$ cat config.mk
export PLATFORM = sky130hd
export DESIGN_NAME = latch_share_arbiter_flat
export DESIGN_NICKNAME = d
export VERILOG_FILES = /design/src/rtl/latch_share_pkg.sv /design/src/rtl/latch_share_arbiter_if.sv /design/src/rtl/rr_arbiter.sv /design/src/rtl/latch_share_arbiter.sv /design/src/flat_wrapper.sv
export SDC_FILE = /design/constraint.sdc
export NUM_CORES = 1
export LEC_CHECK = 0
export ABC_AREA = 1
export BUFFER_PORTS_ARGS = -buffer_cell sky130_fd_sc_hd__buf_2
export CAP_MARGIN = 15
export CELL_PAD_IN_SITES_DETAIL_PLACEMENT = 0
export CELL_PAD_IN_SITES_GLOBAL_PLACEMENT = 1
export CORE_MARGIN = 2
export CORE_UTILIZATION = 40
export CTS_BUF_LIST = sky130_fd_sc_hd__clkbuf_4 sky130_fd_sc_hd__clkbuf_8 sky130_fd_sc_hd__clkbuf_16
export DETAILED_ROUTE_END_ITERATION = 8
export GPL_TIMING_DRIVEN = 0
export HOLD_SLACK_MARGIN = 0.06
export PLACE_DENSITY_LB_ADDON = 0.1
export REMOVE_ABC_BUFFERS = 1
export SLEW_MARGIN = 20
export SYNTH_ARGS = -nofsm -noshare
export SYNTH_HDL_FRONTEND = slang
export SYNTH_SLANG_ARGS = --single-unit
$ cat constraint.sdc
create_clock -name i_clk -period 2.95 [get_ports i_clk]
set_clock_uncertainty 0.1 [all_clocks]
set_input_delay 0.59 -clock i_clk [delete_from_list [all_inputs] [get_ports i_clk]]
set_output_delay 0.59 -clock i_clk [all_outputs]
set_load 0.005 [all_outputs]
$ cat src/rtl/latch_share_pkg.sv
// Shared types and helpers for the latch-share arbiter.
//   state_e     : transaction FSM states
//   MaxNReq     : largest supported requester count
//   clog2_min1  : ceil(log2(value)) clamped to at least 1, for index and counter widths
package latch_share_pkg;

  localparam int unsigned MaxNReq = 16;

  typedef enum logic [1:0] {
    StIdle,
    StWrite,
    StHold,
    StAck
  } state_e;

  function automatic int unsigned clog2_min1(input int unsigned value);
    int unsigned w;
    w = $clog2(value);
    return (w == 0) ? 32'd1 : w;
  endfunction

endpackage

$ cat src/rtl/latch_share_arbiter_if.sv
// Client/latch bundle of the latch-share arbiter.
//   i_req, i_data : per-requester request and write data (slice r is [r*W +: W])
//   o_gnt, o_ack  : one-hot grant and single-cycle completion strobe
//   o_en, o_d     : enable and data into the shared latch
//   i_q           : readback of the shared latch
//   o_q           : captured readback, valid while o_ack is non-zero
//   o_busy, o_err : not-idle flag and sticky readback mismatch flag
// master: the arbiter side. slave: the clients/latch side.
interface latch_share_arbiter_if #(
  parameter int unsigned N_REQ = 4,
  parameter int unsigned W     = 1
);
  logic [N_REQ-1:0]   i_req;
  logic [N_REQ*W-1:0] i_data;
  logic [N_REQ-1:0]   o_gnt;
  logic [N_REQ-1:0]   o_ack;
  logic               o_en;
  logic [W-1:0]       o_d;
  logic [W-1:0]       i_q;
  logic [W-1:0]       o_q;
  logic               o_busy;
  logic               o_err;

  modport master (
    input  i_req, i_data, i_q,
    output o_gnt, o_ack, o_en, o_d, o_q, o_busy, o_err
  );

  modport slave (
    output i_req, i_data, i_q,
    input  o_gnt, o_ack, o_en, o_d, o_q, o_busy, o_err
  );
endinterface

$ cat src/rtl/rr_arbiter.sv
// Combinational round-robin picker.
//   req  : request vector
//   ptr  : index where the ascending, wrapping search starts
//   mask : requests to ignore (set bits are excluded)
//   gnt  : one-hot winner, all zero when nothing is eligible
//   idx  : binary index of the winner (0 when nothing is eligible)
module rr_arbiter
  import latch_share_pkg::*;
#(
  parameter int unsigned N_REQ = 4,
  parameter int unsigned IdxW  = clog2_min1(N_REQ)
) (
  input  logic [N_REQ-1:0] req,
  input  logic [IdxW-1:0]  ptr,
  input  logic [N_REQ-1:0] mask,
  output logic [N_REQ-1:0] gnt,
  output logic [IdxW-1:0]  idx
);

  logic [N_REQ-1:0] eligible;
  logic [IdxW-1:0]  cand;
  logic             found;

  assign eligible = req & ~mask;

  always_comb begin
    gnt   = '0;
    idx   = '0;
    found = 1'b0;
    cand  = '0;
    for (int unsigned i = 0; i < N_REQ; i++) begin
      cand = IdxW'((32'(ptr) + i) % N_REQ);
      if (!found && eligible[cand]) begin
        found     = 1'b1;
        gnt[cand] = 1'b1;
        idx       = cand;
      end
    end
  end

endmodule

$ cat src/rtl/latch_share_arbiter.sv
// Sequences writes from N_REQ requesters into one shared level-enabled latch.
// Each transaction: WRITE (enable pulse) -> HOLD_CYCLES settle cycles -> ACK (readback + strobe).
// Ports:
//   i_clk : clock, all state on posedge
//   i_rst : synchronous active-high reset; aborts any transaction without an ack
//   bus   : master side of latch_share_arbiter_if (requests, grants, latch enable/data/readback)
// Optional build macro LATCH_SHARE_ARBITER_READBACK_CHECK_EN: compares readback against the
// written data when entering ACK and raises a sticky o_err on mismatch; otherwise o_err is 0.
module latch_share_arbiter
  import latch_share_pkg::*;
#(
  parameter int unsigned N_REQ       = 4,
  parameter int unsigned W           = 1,
  parameter int unsigned HOLD_CYCLES = 2
) (
  input logic                   i_clk,
  input logic                   i_rst,
  latch_share_arbiter_if.master bus
);

  localparam int unsigned IdxW = clog2_min1(N_REQ);
  localparam int unsigned CntW = clog2_min1(HOLD_CYCLES);

  state_e           state_q, state_d;
  logic [IdxW-1:0]  ptr_q, ptr_d;
  logic [IdxW-1:0]  idx_q, idx_d;
  logic [N_REQ-1:0] gnt_q, gnt_d;
  logic [W-1:0]     d_q, d_d;
  logic [W-1:0]     q_q, q_d;
  logic [CntW-1:0]  cnt_q, cnt_d;

  logic [IdxW-1:0]  ptr_next;
  logic [IdxW-1:0]  arb_ptr;
  logic [IdxW-1:0]  arb_idx;
  logic [N_REQ-1:0] arb_mask;
  logic [N_REQ-1:0] arb_gnt;
  logic             enter_ack;

  // Pointer after the current winner, wrapping at N_REQ-1.
  assign ptr_next = (idx_q == IdxW'(N_REQ - 1)) ? '0 : idx_q + IdxW'(1);

  // In ACK the next winner is chosen from the advanced pointer with the current winner masked,
  // so a lone requester cannot take two back-to-back slots.
  always_comb begin
    arb_ptr  = ptr_q;
    arb_mask = '0;
    if (state_q == StAck) begin
      arb_ptr  = ptr_next;
      arb_mask = gnt_q;
    end
  end

  rr_arbiter #(
    .N_REQ (N_REQ),
    .IdxW  (IdxW)
  ) u_rr_arbiter (
    .req  (bus.i_req),
    .ptr  (arb_ptr),
    .mask (arb_mask),
    .gnt  (arb_gnt),
    .idx  (arb_idx)
  );

  always_comb begin
    state_d   = state_q;
    ptr_d     = ptr_q;
    idx_d     = idx_q;
    gnt_d     = gnt_q;
    d_d       = d_q;
    q_d       = q_q;
    cnt_d     = cnt_q;
    enter_ack = 1'b0;
    unique case (state_q)
      StIdle: begin
        if (|arb_gnt) begin
          gnt_d   = arb_gnt;
          idx_d   = arb_idx;
          d_d     = bus.i_data[arb_idx*W +: W];
          state_d = StWrite;
        end
      end
      StWrite: begin
        if (HOLD_CYCLES > 0) begin
          cnt_d   = CntW'(HOLD_CYCLES - 1);
          state_d = StHold;
        end else begin
          enter_ack = 1'b1;
          state_d   = StAck;
        end
      end
      StHold: begin
        if (cnt_q == '0) begin
          enter_ack = 1'b1;
          state_d   = StAck;
        end else begin
          cnt_d = cnt_q - CntW'(1);
        end
      end
      StAck: begin
        ptr_d = ptr_next;
        if (|arb_gnt) begin
          gnt_d   = arb_gnt;
          idx_d   = arb_idx;
          d_d     = bus.i_data[arb_idx*W +: W];
          state_d = StWrite;
        end else begin
          gnt_d   = '0;
          state_d = StIdle;
        end
      end
      default: state_d = StIdle;
    endcase
    // Readback is captured on the edge that enters ACK, after the settle window.
    if (enter_ack) begin
      q_d = bus.i_q;
    end
  end

  always_ff @(posedge i_clk) begin
    if (i_rst) begin
      state_q <= StIdle;
      ptr_q   <= '0;
      idx_q   <= '0;
      gnt_q   <= '0;
      d_q     <= '0;
      q_q     <= '0;
      cnt_q   <= '0;
    end else begin
      state_q <= state_d;
      ptr_q   <= ptr_d;
      idx_q   <= idx_d;
      gnt_q   <= gnt_d;
      d_q     <= d_d;
      q_q     <= q_d;
      cnt_q   <= cnt_d;
    end
  end

  assign bus.o_gnt  = gnt_q;
  assign bus.o_ack  = (state_q == StAck) ? gnt_q : '0;
  assign bus.o_en   = (state_q == StWrite);
  assign bus.o_d    = d_q;
  assign bus.o_q    = q_q;
  assign bus.o_busy = (state_q != StIdle);

`ifdef LATCH_SHARE_ARBITER_READBACK_CHECK_EN
  logic err_q;

  always_ff @(posedge i_clk) begin
    if (i_rst) begin
      err_q <= 1'b0;
    end else if (enter_ack && (bus.i_q != d_q)) begin
      err_q <= 1'b1;
    end
  end

  assign bus.o_err = err_q;
`else
  assign bus.o_err = 1'b0;
`endif

endmodule

$ cat src/flat_wrapper.sv
// flat-port wrapper written by rule: the top's interface ports become plain ports
module latch_share_arbiter_flat import latch_share_pkg::*;
#(
  parameter int unsigned N_REQ       = 4,
  parameter int unsigned W           = 1,
  parameter int unsigned HOLD_CYCLES = 2
)
  (i_clk, i_rst, bus_i_req, bus_i_data, bus_i_q, bus_o_gnt, bus_o_ack, bus_o_en, bus_o_d, bus_o_q, bus_o_busy, bus_o_err);
  latch_share_arbiter_if #(.N_REQ(N_REQ), .W(W)) bus_i ();
  input logic i_clk;
  input logic i_rst;
  input wire logic [$bits(bus_i.i_req)-1:0] bus_i_req;
  input wire logic [$bits(bus_i.i_data)-1:0] bus_i_data;
  input wire logic [$bits(bus_i.i_q)-1:0] bus_i_q;
  output wire logic [$bits(bus_i.o_gnt)-1:0] bus_o_gnt;
  output wire logic [$bits(bus_i.o_ack)-1:0] bus_o_ack;
  output wire logic [$bits(bus_i.o_en)-1:0] bus_o_en;
  output wire logic [$bits(bus_i.o_d)-1:0] bus_o_d;
  output wire logic [$bits(bus_i.o_q)-1:0] bus_o_q;
  output wire logic [$bits(bus_i.o_busy)-1:0] bus_o_busy;
  output wire logic [$bits(bus_i.o_err)-1:0] bus_o_err;
  assign bus_i.i_req = bus_i_req;
  assign bus_i.i_data = bus_i_data;
  assign bus_i.i_q = bus_i_q;
  assign bus_o_gnt = bus_i.o_gnt;
  assign bus_o_ack = bus_i.o_ack;
  assign bus_o_en = bus_i.o_en;
  assign bus_o_d = bus_i.o_d;
  assign bus_o_q = bus_i.o_q;
  assign bus_o_busy = bus_i.o_busy;
  assign bus_o_err = bus_i.o_err;
  latch_share_arbiter #(.N_REQ(N_REQ), .W(W), .HOLD_CYCLES(HOLD_CYCLES)) u_core (.i_clk(i_clk), .i_rst(i_rst), .bus(bus_i));
endmodule
Yosys cells after proc, flatten, opt, wreduce, memory -nomap -nowiden. Cells that the tools add are included.

Output and inout port bits: 13. Logic and storage cells: 92. Flip-flop bits (word level): 13. Input bits: 11.

Add/subtract/negate cells: 5. Shifts and indexed selects: 1. Eq/ne operators: 6. Muxes and demuxes: 41. Reductions and logical operators: 19. $lt $le $gt $ge: 8. Bitwise gates (word level): 5.

Operators with widths (number): 2-to-1 mux 4 bit (7); 2-to-1 mux 2 bit (8); 2-to-1 mux 1 bit (15); less-than comparator 2 x 3 -> 1 bit (second input constant) (4); bitwise OR 4 bit (3); binary-select mux 1 bit (select 2 bit) (4); demux 1 bit (select 2 bit) (4); >= comparator 2 x 1 -> 1 bit (second input constant) (4); case mux 2 bit (4 select lines) (1); case mux 4 bit (2 select lines) (1); logical AND 1 bit (7); == test 2 bit (second input constant) (3); AND reduction 2 bit (3); nonzero test 2 bit (3); adder 2 x 1 -> 2 bit (second input constant) (2); adder 2 bit (second input constant) (2); AND 4 bit (1); NOT 4 bit (1); OR reduction 4 bit (1); variable part select 4 x 3 -> 1 bit (1); zero test 1 bit (3); == test 2 x 1 -> 1 bit (second input constant) (1); zero test 2 bit (1); inequality test 2 x 1 -> 1 bit (second input constant) (1); other kinds (4) (4).

Logic depth before layout (Yosys ltp). Gate-level depths: netlist of the first run.

Depth after elaboration: 19. Gate-level depth with buffers: 21. Mapped depth without buffers: 20.

By module. A second synthesis of the first run with hierarchy kept.

Cell total of the unflattened synthesis: 194. Area, all modules: 1258.7 um^2.

Modules (own cells, without submodules): latch_share_arbiter (seq. area each 260.2 um^2, instances 1, cells each 100, area each 713.2 um^2); rr_arbiter (seq. area each 0.0 um^2, instances 1, cells each 94, area each 545.5 um^2).

Least setup slack after synthesis of the first run. Ideal clock, no wire load.

Path kind: reg2reg. Start point: register u_core.state_q[0]. End point: register u_core.d_q, in the netlist u_core.bus.o_d. Stages on the path, launching flop included: 21. Library setup time: 0.115 ns. Buffers on the path: 1. Path slack: 0.370 ns. Period minus slack after synthesis: 2.580 ns. Data required time: 2.735 ns. Arrival: 2.365 ns. Cell sequence: dfxtp_1 > ha_1 > buf_6 > inv_4 > nand2_8 > nand2_8 > inv_1 > ha_1 > inv_1 > nand3_2 > nand2_4 > nor2_4 > nand2_1 > nand3_1 > nand2_1 > clkinv_1 > nand2_1 > nand2_1 > nand2_1 > o21ai_1 > o21a_1.

Elaborated cells between the ends (all ways): 61. Classes of those cells: add/sub: 3; order compare: 8; eq/ne: 1; shift: 1; mux: 29; bitwise: 5; reduce/logical: 14.

RTL lines: start: declaration (RTL line latch_share_arbiter.sv:24) `state_e state_q, state_d;`; start signal: assignment (RTL line latch_share_arbiter.sv:121) `state_q <= StIdle;`; start signal: assignment (RTL line latch_share_arbiter.sv:129) `state_q <= state_d;`; == test 2 bit * (RTL line latch_share_arbiter.sv:47) `if (state_q == StAck) begin`; 2-to-1 mux 2 bit *; via u_core.arb_ptr[0] (RTL line latch_share_arbiter.sv:33) `logic [IdxW-1:0] arb_ptr;`; branches (longest 14 deep; another with less-than comparator 2 x 3 -> 1 bit); end signal: assignment (RTL line latch_share_arbiter.sv:125) `d_q <= '0;`; end signal: assignment (RTL line latch_share_arbiter.sv:133) `d_q <= d_d;`; end: declaration (RTL line latch_share_arbiter.sv:28) `logic [W-1:0] d_q, d_d;`.

Mark *: on every way through the listed nets, which the timed path passes. The select of a mux whose other input is x is not followed. A chain may end at the register's enable or synchronous reset.

Worst setup path after layout of the first run.
Start point: register u_core.state_q[1]. End point: register u_core.state_q[1].

Elaborated cells between the ends (all ways): 60. Classes of those cells: add/sub: 3; order compare: 8; eq/ne: 5; mux: 26; bitwise: 5; reduce/logical: 13.

RTL lines: == test 2 bit * (RTL line latch_share_arbiter.sv:47); 2-to-1 mux 2 bit *; via u_core.arb_ptr[0] (RTL line latch_share_arbiter.sv:33); branches (longest 11 deep; another with less-than comparator 2 x 3 -> 1 bit); 2-to-1 mux 4 bit * (RTL line rr_arbiter.sv:33) `if (!found && eligible[cand]) begin`; OR reduction 4 bit * (RTL line latch_share_arbiter.sv:75) `if (|arb_gnt) begin`; inequality test 2 x 1 -> 1 bit (no line) *; AND reduction 2 bit (no line) *.

Marked as above.

==> metrics.cfg, run 1 <==
[global_routing]
antenna_found_initial=0
wire_length_of_the_first_global_routing_pass_mm=4.83
pin_count_of_the_biggest_net_entering_global_routing=14
grt_pass1_vias=1052
globalRoute.totalOverflow=0
track_usage_pct=17.0

[drt]
drt_drc_violations_left=0
drt_iter0_markers=44
wire_per_inst_um=11.4
antenna_left=0
postRouteWirelength_mm=3.05
routed_via_density=4.81
drt_pre_antenna_iters=6
vias=1288

[layout]
diodes=0
final_layout_size_suffix_gt1_share_pct=37.4
layout.cells.most_common=nand2_1
post-route-util_pct=50.0
most-common-layout-cells=nand2_1, nand3_1, buf_2, inv_1
synthToLayoutAreaGrowth_pct=22.4
fillCellCount=334
num-nets-final=248

[clocking]
numCtsBuffers=3
cts_tree=done
clock_insertion_delay_at_the_later_pin_of_the_skew_report_ps=270
max-clock-path-buffers=2
root_buffer=clkbuf_4
cts-hold-fix-buffers=0
clkTransAtPathRegs_ps=80
count_of_clock_tree_sinks=13
cts-htree-levels=1

[sta]
finalHoldViolations=0
timing_max_transition_violations_final=0
finalCritPeriodShare_pct=91.5
rsz0062_at_grt=false
fmaxAchievable_mhz=371
hold-worst-slack_ps=369
setup_viol=0
period_needed_ps=2700

[synth]
synthMuxAreaShare_pct=0
synth_largest_area_cell=dfxtp_1
yosysWarnings=0
netlist-cell-type-count=28
synth_adder_area_share_pct=13.1
yosys.area_share.simple_pct=49.0
mapped_area_um2=1340
combinational_family_with_the_most_area_after_synthesis=simple AND/OR/NAND/NOR gates
synth_top_cells_by_area=dfxtp_1, ha_1, nand2_1
yosysSeqAreaShare_pct=19.4
post_synthesis_instance_total=188
synth_xor_xnor_area_share_pct=0
synth_compound_gate_area_share_pct=9.14
yosys_register_bits=13
synth_top_area_share_pct=19.4
syn_avg_cell_area_um2=7.13

[placement]
gpl.final_weighted_congestion=0.737
portBuffers=22
hpwl_mm=2.40

[floorplanning]
die_height_um=61.9
io-pin-count=24
initial_core_util_pct=40.8
floorplan.core_area_um2=3280
floorplan.die.width_um=61.9
std_cell_rows=21
die-area_um2=3830

[outcome]
status=finished, final reports clean

[critical_path]
criticalPathCategory=flop to flop
setup.worst_path.start=u_core.state_q[1]
critPathRequiredTime_ps=3070
critPathTopFamily=simple AND/OR/NAND/NOR gates
critical_path_source_type=flop
worst_r2r_startpoint=u_core.state_q[1]
cells_along_the_critical_path=ha_4 -> nand2_4 -> nand2_8 -> clkinvlp_4 -> ha_4 -> inv_2 -> nand3_2 -> nand2_4 -> nand3_2 -> nand2_1 -> nand3b_1 -> nor2_4 -> nand3_4 -> nand2_4 -> inv_2 -> nand2_1 -> nand2_1 -> nor2_2
slowest_stage_delay_cp_ps=440
cp_max_fo=7
worst-endpoint-arrival_ps=2820
endpoint_kind=flop
master_of_the_slowest_instance_on_the_critical_path=dfxtp_1
buf_inv_stages_crit_path=3

[job]
max-cap-violations=0

[min_path]
hold_start=u_core.bus.o_q
min_path_type=flop to flop

[power_and_ir_drop]
power_per_cell_area_nw_per_um2=901
p_leak_nw=0.864
ir_worst_vdd_mv=0.469
power.total_mw=1.48

[cell type report]
class / instances / area, um2 / share of cell area, %
multi-input combinational: 147 / 1000 / 61.2
inverter: 26 / 104 / 6.33
sequential: 13 / 260 / 15.9
clock buffer: 4 / 30.0 / 1.83
timing repair buffer: 32 / 185 / 11.3
tap: 46 / 57.6 / 3.51
[synth_stat cells]
| master | count |
|---|---|
| nand2_1 | 38 |
| nand3_1 | 25 |
| inv_1 | 22 |
| ha_1 | 14 |
| dfxtp_1 | 13 |
| nand2_2 | 12 |
| nor2_1 | 12 |
| nand3_2 | 9 |
| a21oi_1 | 7 |
| o21ai_0 | 7 |
| nand2_4 | 6 |
| nor2_4 | 3 |
| inv_2 | 2 |
| nand2_8 | 2 |
| nor2_2 | 2 |
| o211ai_1 | 2 |
| a21oi_2 | 1 |
| buf_4 | 1 |
| buf_6 | 1 |
| clkbuf_1 | 1 |
| clkinv_1 | 1 |
| conb_1 | 1 |
| inv_4 | 1 |
| nand3_4 | 1 |
| nand3b_1 | 1 |
| o21a_1 | 1 |
| o21ai_1 | 1 |
| o21ai_4 | 1 |
[where the power goes]
part	internal (mW)	switching [mW]	total (mW)	leakage, nW
clock network	0.0616	0.0571	0.119	0.0184
logic	0.405	0.670	1.07	0.739
registers	0.234	0.0508	0.285	0.107
total	0.701	0.778	1.48	0.864
[path summary, 6_finish.rpt]
path,end,slack (ps),depth (start not counted)
setup / recovery,u_core.state_q[1],250,18
setup reg to reg,u_core.state_q[1],250,18
hold / removal,u_core.bus.o_q,370,2
hold reg to reg,u_core.bus.o_q,370,2
[flip-flops by register name, indices dropped and copies added, names as in the netlist]
register          count
u_core.bus.o_d        1
u_core.state_q        2
u_core.bus.o_q        1
u_core.cnt_q          1
u_core.idx_q          2
u_core.ptr_q          2
u_core.bus.o_gnt      4
[logic make-up after synthesis]
kind of cell / Yosys count
other: 1
adders and majority gates: 14
DFF: 13
and+or+nand+nor: 111
AOI/OAI and AO/OA: 20
buffers and inverters: 29
[per-stage QoR]
step / area, um2 / TNS, ps / setup WS [ps] / cells
floorplan: 1320 / 0 / 139 / 185
global placement: 1490 / -2540 / -365 / 253
detailed placement: 1490 / -2910 / -385 / 253
CTS: 1550 / 0 / 15.2 / 260
global route: 1640 / 0 / 5.26 / 268
finish: 1640 / 0 / 252 / 268
[worst min-delay path, cell delays in order, from the launching register on]
cell     delay (ps)
dfxtp_1         310
nand2_1          60
a21oi_1          50
[per-layer routing]
layer / track usage [%] / wire length, um / up-vias
li1: - / - / 673
met1: 24.5 / 1510 / 590
met2: 27.1 / 1420 / 23
met3: 4.35 / 108 / 2
met4: 0.912 / 7 / 0
met5: 0 / 0 / -
[repair_timing]
action,in CTS,in global routing
setup endpoints to repair,9,9
buffers inserted,3,7
hold endpoints to repair,0,0
pin swaps,1,6
gates resized for setup,2,9
gates cloned,0,1
No activity file was read; power rests on OpenSTA's default activity.
==> run 2, diff against run 1 <==
--- a/config.mk
+++ b/config.mk
@@ -17,6 +17,7 @@
 export GPL_TIMING_DRIVEN = 0
 export HOLD_SLACK_MARGIN = 0.06
 export PLACE_DENSITY_LB_ADDON = 0.1
+export RECOVER_POWER = 25
 export REMOVE_ABC_BUFFERS = 1
 export SLEW_MARGIN = 20
 export SYNTH_ARGS = -nofsm -noshare
==> constraint.sdc (replaced) <==
create_clock -name i_clk -period 2.95 [get_ports i_clk]
set_clock_uncertainty 0.1 [all_clocks]
set_input_delay 0.4425 -clock i_clk [delete_from_list [all_inputs] [get_ports i_clk]]
set_output_delay 0.4425 -clock i_clk [all_outputs]
set_load 0.005 [all_outputs]
==> metrics.cfg, run 2 (synthesized netlist as in run 1, its figures left out) <==
[floorplanning]
die-area_um2=3830  ; unchanged
initial_core_util_pct=40.8  ; unchanged
die_height_um=61.9  ; unchanged
std_cell_rows=21  ; unchanged
io-pin-count=24  ; unchanged
floorplan.core_area_um2=3280  ; unchanged
floorplan.die.width_um=61.9  ; unchanged

[min_path]
min_path_type=primary input to flop

[global_routing]
wire_length_of_the_first_global_routing_pass_mm=4.83  ; unchanged
pin_count_of_the_biggest_net_entering_global_routing=14  ; unchanged
track_usage_pct=17.0  ; unchanged
grt_pass1_vias=1052  ; unchanged
antenna_found_initial=0  ; unchanged
globalRoute.totalOverflow=0  ; unchanged

[clocking]
cts-hold-fix-buffers=0  ; unchanged
root_buffer=clkbuf_4
numCtsBuffers=3  ; unchanged
clkTransAtPathRegs_ps=80  ; about the same
cts_tree=done
count_of_clock_tree_sinks=13  ; unchanged
cts-htree-levels=1  ; unchanged
max-clock-path-buffers=2  ; unchanged
clock_insertion_delay_at_the_later_pin_of_the_skew_report_ps=270  ; about the same

[sta]
setup-tns-final_ps=0  ; unchanged
timing_max_transition_violations_final=0  ; unchanged
final_critical_path_setup_slack_ps=252  ; +0.0430 ps
fmaxAchievable_mhz=371  ; about the same
finalHoldViolations=0  ; unchanged
setup_viol=0  ; unchanged
rsz0062_at_grt=false
finalCritPeriodShare_pct=91.5  ; about the same
period_needed_ps=2700  ; -0.0430 ps

[drt]
drt_iter0_markers=44  ; unchanged
dr_wl_met3_um=108  ; unchanged
antenna_left=0  ; unchanged
vias=1290  ; +0.16%
top_layer_used=met4
met1Wirelength_mm=1.51  ; about the same
route.met2.wl_mm=1.43  ; +0.14%
drt_drc_violations_left=0  ; unchanged
postRouteWirelength_mm=3.05  ; about the same
drt_pre_antenna_iters=6  ; unchanged
wire_per_inst_um=11.4  ; about the same
routed_via_density=4.81  ; +0.16%

[placement]
placed_area_um2=1490  ; unchanged
gpl.final_weighted_congestion=0.737  ; unchanged
post-place-ws_ps=-385  ; unchanged
hpwl_mm=2.40  ; unchanged
portBuffers=22  ; unchanged

[layout]
multiInputGateArea_um2=1000  ; unchanged
number_of_flip_flops_in_the_largest_register=4  ; unchanged
num-nets-final=248  ; unchanged
final_layout_size_suffix_gt1_share_pct=36.5  ; -0.90 points
layout.area.seq_um2=260  ; unchanged
fillCellCount=336  ; +0.60%
layout.cells.most_common=nand2_1
diodes=0  ; unchanged
synthToLayoutAreaGrowth_pct=22.2
most-common-layout-cells=nand2_1, nand3_1, inv_1, buf_2
post-route-cell-area_um2=1640  ; -0.15%

[critical_path]
critical_path_source_type=flop
worst-endpoint-arrival_ps=2820  ; about the same
endpoint_kind=flop
critPathRequiredTime_ps=3070  ; about the same
criticalPathCategory=flop to flop
cp_max_fo=7  ; unchanged

[job]
max-cap-violations=0  ; unchanged

[outcome]
status=finished, final reports clean

[power_and_ir_drop]
power_per_cell_area_nw_per_um2=901  ; about the same
ir_worst_vdd_mv=0.469  ; about the same
p_leak_nw=0.856  ; -0.93%

[run 2: cell count changes in the layout (fill, tap and decap cells not counted)]
cell	before	now
buf_2	22	20
clkbuf_1	0	2
[run 2: worst paths after layout]
path	start	endpoint	slack, ps	depth (start not counted)
worst max-delay path	u_core.state_q[1]	u_core.state_q[1]	250	18
worst min-delay path	bus_i_q	u_core.bus.o_q	330	3
worst max register to register	u_core.state_q[1]	u_core.state_q[1]	250	18
worst min register to register	u_core.bus.o_q	u_core.bus.o_q	370	2
[run 2: what timing repair did]
action,CTS,global route
cloned,0,1
gates resized for setup,2,9
pin swaps,1,6
buffers inserted,3,7
endpoints found under the setup margin,9,9
[run 2: critical path, cell delays in order (launching register included)]
cell and delay (ps):
dfxtp_1 440, ha_4 220, nand2_4 110, nand2_8 110
clkinvlp_4 120, ha_4 300, inv_2 50, nand3_2 100
nand2_4 100, nand3_2 90, nand2_1 40, nand3b_1 230
nor2_4 180, nand3_4 110, nand2_4 90, inv_2 60
nand2_1 50, nand2_1 60, nor2_2 70
[run 2: through the flow]
stage	util [%]	hold slack, ps	std cells	power, mW
final	49.9	331	268	1.48
after global routing	49.9	338	268	1.64
after CTS	47.2	326	260	1.41
after detailed placement	45.3	361	253	1.26
after global placement	45.3	343	253	1.24
after floorplan	-	337	185	1.06
[run 2: report_power, final]
| group | leakage [nW] | switching, mW | total (mW) | internal, mW |
|---|---|---|---|---|
| clock network | 0.0184 | 0.0571 | 0.119 | 0.0616 |
| registers | 0.107 | 0.0510 | 0.285 | 0.234 |
| logic | 0.731 | 0.670 | 1.07 | 0.403 |
[run 2: final cells by class]
cell class	instances	area share (%)
inverters	26	6.34
clock buffers	4	1.83
multi-input cells	147	61.3
flip-flops and latches	13	15.9
well taps	46	3.51
repair buffers	32	11.1
[run 2: metal layers]
metal  vias to the layer above  global-route usage, %
met5                         -                      0
met2                        23                   27.1
li1                        673                      -
met1                       592                   24.5
met3                         2                   4.35
met4                         0                  0.912
==> run 3, diff against run 2 <==
--- a/config.mk
+++ b/config.mk
@@ -11,7 +11,7 @@
 export CELL_PAD_IN_SITES_DETAIL_PLACEMENT = 0
 export CELL_PAD_IN_SITES_GLOBAL_PLACEMENT = 1
 export CORE_MARGIN = 2
-export CORE_UTILIZATION = 40
+export CORE_UTILIZATION = 38
 export CTS_BUF_LIST = sky130_fd_sc_hd__clkbuf_4 sky130_fd_sc_hd__clkbuf_8 sky130_fd_sc_hd__clkbuf_16
 export DETAILED_ROUTE_END_ITERATION = 8
 export GPL_TIMING_DRIVEN = 0
@@ -22,4 +22,5 @@
 export SLEW_MARGIN = 20
 export SYNTH_ARGS = -nofsm -noshare
 export SYNTH_HDL_FRONTEND = slang
+export SYNTH_HIERARCHICAL = 1
 export SYNTH_SLANG_ARGS = --single-unit
==> metrics.cfg, run 3 <==
[synth]
number_of_enable_type_register_cells_in_the_synthesized_netlist=0  ; unchanged
synthMostInstantiatedCell=nand2_1
post_synthesis_instance_total=194  ; +3.2%
synth_top_area_share_pct=20.7  ; +1.3 points
syn_avg_cell_area_um2=6.49  ; -9.1%
yosysSeqAreaShare_pct=20.7  ; +1.3 points
synth_top_cells_by_area=dfxtp_1, nand2_1, nand3_1
synth_common_cells=nand2_1, nand3_1, inv_1
yosys_register_bits=13  ; unchanged
mapped_area_um2=1260  ; -6.2%
yosysWarnings=6  ; +6
dominantRegCellSynth=dfxtp_1
netlist-cell-type-count=23  ; -18%
synth_largest_area_cell=dfxtp_1
ys_async_sr_fraction_pct=0  ; unchanged

[min_path]
hold-path-cell-count=3  ; unchanged
hold_start=bus_i_q
whs_endpoint=u_core/bus.o_q
min_path_type=primary input to flop

[floorplanning]
floorplan.core_area_um2=3100  ; -5.5%
die-area_um2=3790  ; -1.1%
io-pin-count=24  ; unchanged
initial_core_util_pct=40.6  ; -0.27 points
die_height_um=61.6  ; -0.57%
floorplan.die.width_um=61.6  ; -0.57%
std_cell_rows=20  ; -4.8%

[drt]
drt_pre_antenna_iters=4  ; -2
postRouteWirelength_mm=3.00  ; -1.8%
wire_per_inst_um=11.2  ; -1.8%
routed_via_density=4.85  ; +0.70%
vias=1299  ; +0.70%
antenna_left=0  ; unchanged
drt_iter0_markers=37  ; -16%
drt_drc_violations_left=0  ; unchanged

[layout]
post-route-util_pct=50.0  ; +0.095 points
number_of_flip_flops_in_the_largest_register=4  ; unchanged
layout.cells.most_common=nand2_1
diodes=0  ; unchanged
synthToLayoutAreaGrowth_pct=23.3
most-common-layout-cells=nand2_1, nand3_1, inv_1, buf_2
num-nets-final=249  ; +0.40%
final_layout_size_suffix_gt1_share_pct=29.5  ; -7.0 points
final_cells=268  ; unchanged

[global_routing]
globalRoute.totalOverflow=0  ; unchanged
track_usage_pct=17.4  ; +0.37 points
pin_count_of_the_biggest_net_entering_global_routing=10  ; -4
antenna_found_initial=0  ; unchanged
wire_length_of_the_first_global_routing_pass_mm=4.93  ; +2.0%
grt_pass1_vias=1110  ; +5.5%

[critical_path]
r2r-end=u_core/bus.o_gnt[2]
buf_inv_stages_crit_path=5  ; +2
cp_max_fo=9  ; +2
endpoint_kind=flop
crit_path_frequent_cell=nand3_1
critPathTopFamily=simple AND/OR/NAND/NOR gates
critical_path_source_type=flop
ff2ff_setup_slack_ps=260  ; about the same
r2r_cells=19  ; +1
cp.depth=19  ; +1
worst-endpoint-arrival_ps=2760  ; -60 ps
slowest_stage_delay_cp_ps=360  ; -80 ps
criticalPathCategory=flop to flop
cells_along_the_critical_path=ha_4 -> inv_1 -> nand2_1 -> nand2_4 -> inv_4 -> ha_4 -> inv_1 -> nand3_1 -> nand2_1 -> nand2_4 -> inv_6 -> nand3_1 -> nand3_1 -> nor2_4 -> nand3_4 -> o21ai_4 -> inv_2 -> nor2_1 -> nor2_1
master_of_the_slowest_instance_on_the_critical_path=dfxtp_2
critPathRequiredTime_ps=3020  ; -50 ps
worst_r2r_startpoint=u_core/state_q[0]

[clocking]
root_buffer=clkbuf_4
count_of_clock_tree_sinks=13  ; unchanged
clock_insertion_delay_at_the_later_pin_of_the_skew_report_ps=270  ; about the same
numCtsBuffers=3  ; unchanged
clkTransAtPathRegs_ps=80  ; about the same
cts-hold-fix-buffers=0  ; unchanged
max-clock-path-buffers=2  ; unchanged
cts_tree=done
cts-htree-levels=1  ; unchanged

[sta]
final_critical_path_setup_slack_ps=263  ; +11.0 ps
finalHoldViolations=0  ; unchanged
fmaxAchievable_mhz=372  ; +0.41%
timing_max_transition_violations_final=0  ; unchanged
finalCritPeriodShare_pct=91.1  ; -0.37 points
period_needed_ps=2690  ; -11.0 ps
rsz0062_at_grt=false
setup_viol=0  ; unchanged

[placement]
gpl.final_weighted_congestion=0.798  ; +8.3%
dp.cells=257  ; +1.6%
post-place-ws_ps=-528  ; -143 ps
portBuffers=22  ; unchanged
hpwl_mm=2.42  ; +0.82%

[power_and_ir_drop]
power.total_mw=1.43  ; -3.0%
ir_worst_vdd_mv=0.362  ; -23%
p_leak_nw=0.794  ; -7.2%
power_per_cell_area_nw_per_um2=924  ; +2.5%

[outcome]
status=finished, final reports clean

[job]
max-cap-violations=0  ; unchanged

-- run 3: changes by cell type after synthesis, sizes merged, moves of 3 or more --
cell	before	now
nand3	35	41
a21oi	8	13
nand2	58	54
inv	25	28
-- run 3: how the worst max path moves through the flow --
stage | from | to | slack, ps
2_1_floorplan | u_core/state_q[0] | u_core/bus.o_gnt[1] | -0.5
3_3_place_gp | u_core/state_q[0] | u_core/bus.o_d | -500
3_5_place_dp | u_core/state_q[0] | u_core/bus.o_d | -530
4_1_cts | u_core/state_q[0] | u_core/bus.o_d | 3
5_1_grt | u_core/state_q[0] | u_core/bus.o_gnt[1] | 30
6_report | u_core/state_q[0] | u_core/bus.o_gnt[2] | 260
-- run 3: worst min-delay path, stage by stage --
cell     delay (ps)
buf_2           100
nand3_1          70
a21oi_1          60
-- run 3: metrics by stage --
step | area (um2) | setup TNS, ps | hold slack, ps
floorplan | 1240 | -0.481 | 337
global placement | 1410 | -3840 | 346
detailed placement | 1410 | -4340 | 355
CTS | 1470 | 0 | 330
global route | 1550 | 0 | 319
finish | 1550 | 0 | 334
-- run 3: cell type report --
cell class / count / area (um2)
inverter: 28 / 115
timing repair buffer: 29 / 160
sequential: 13 / 263
clock buffer: 4 / 30.0
multi-input combinational: 150 / 928
tap: 44 / 55.1
fill: 346 / 1550
-- run 3: repair_timing --
action                     4_1_cts  5_1_grt
buffers inserted                 1        6
gates resized for setup          9        7
setup endpoints to repair        9        9
pin swaps                        0        3
-- run 3: where the power goes --
group	total [mW]	switching (mW)	internal [mW]	leakage, nW
registers	0.288	0.0497	0.239	0.107
clock network	0.118	0.0568	0.0616	0.0184
logic	1.03	0.650	0.377	0.669
total	1.43	0.756	0.677	0.794
-- run 3: cell families after synthesis --
logic type / share of synthesized area [%]
simple gates: 46.1
compound gates: 9.84
flops: 20.7
fa+ha+maj: 12.9
other cells: 0.298
buf+inv: 10.1
-- run 3: layer usage --
metal  vias to the layer above  global-route usage (%)  part of all wire, %
met4                         0                    4.56                  1.2
met1                       587                    22.9                   48
li1                        684                       -                    -
met3                         4                    3.78                  2.5
met2                        24                    28.7                   49
met5                         -                       0                    0
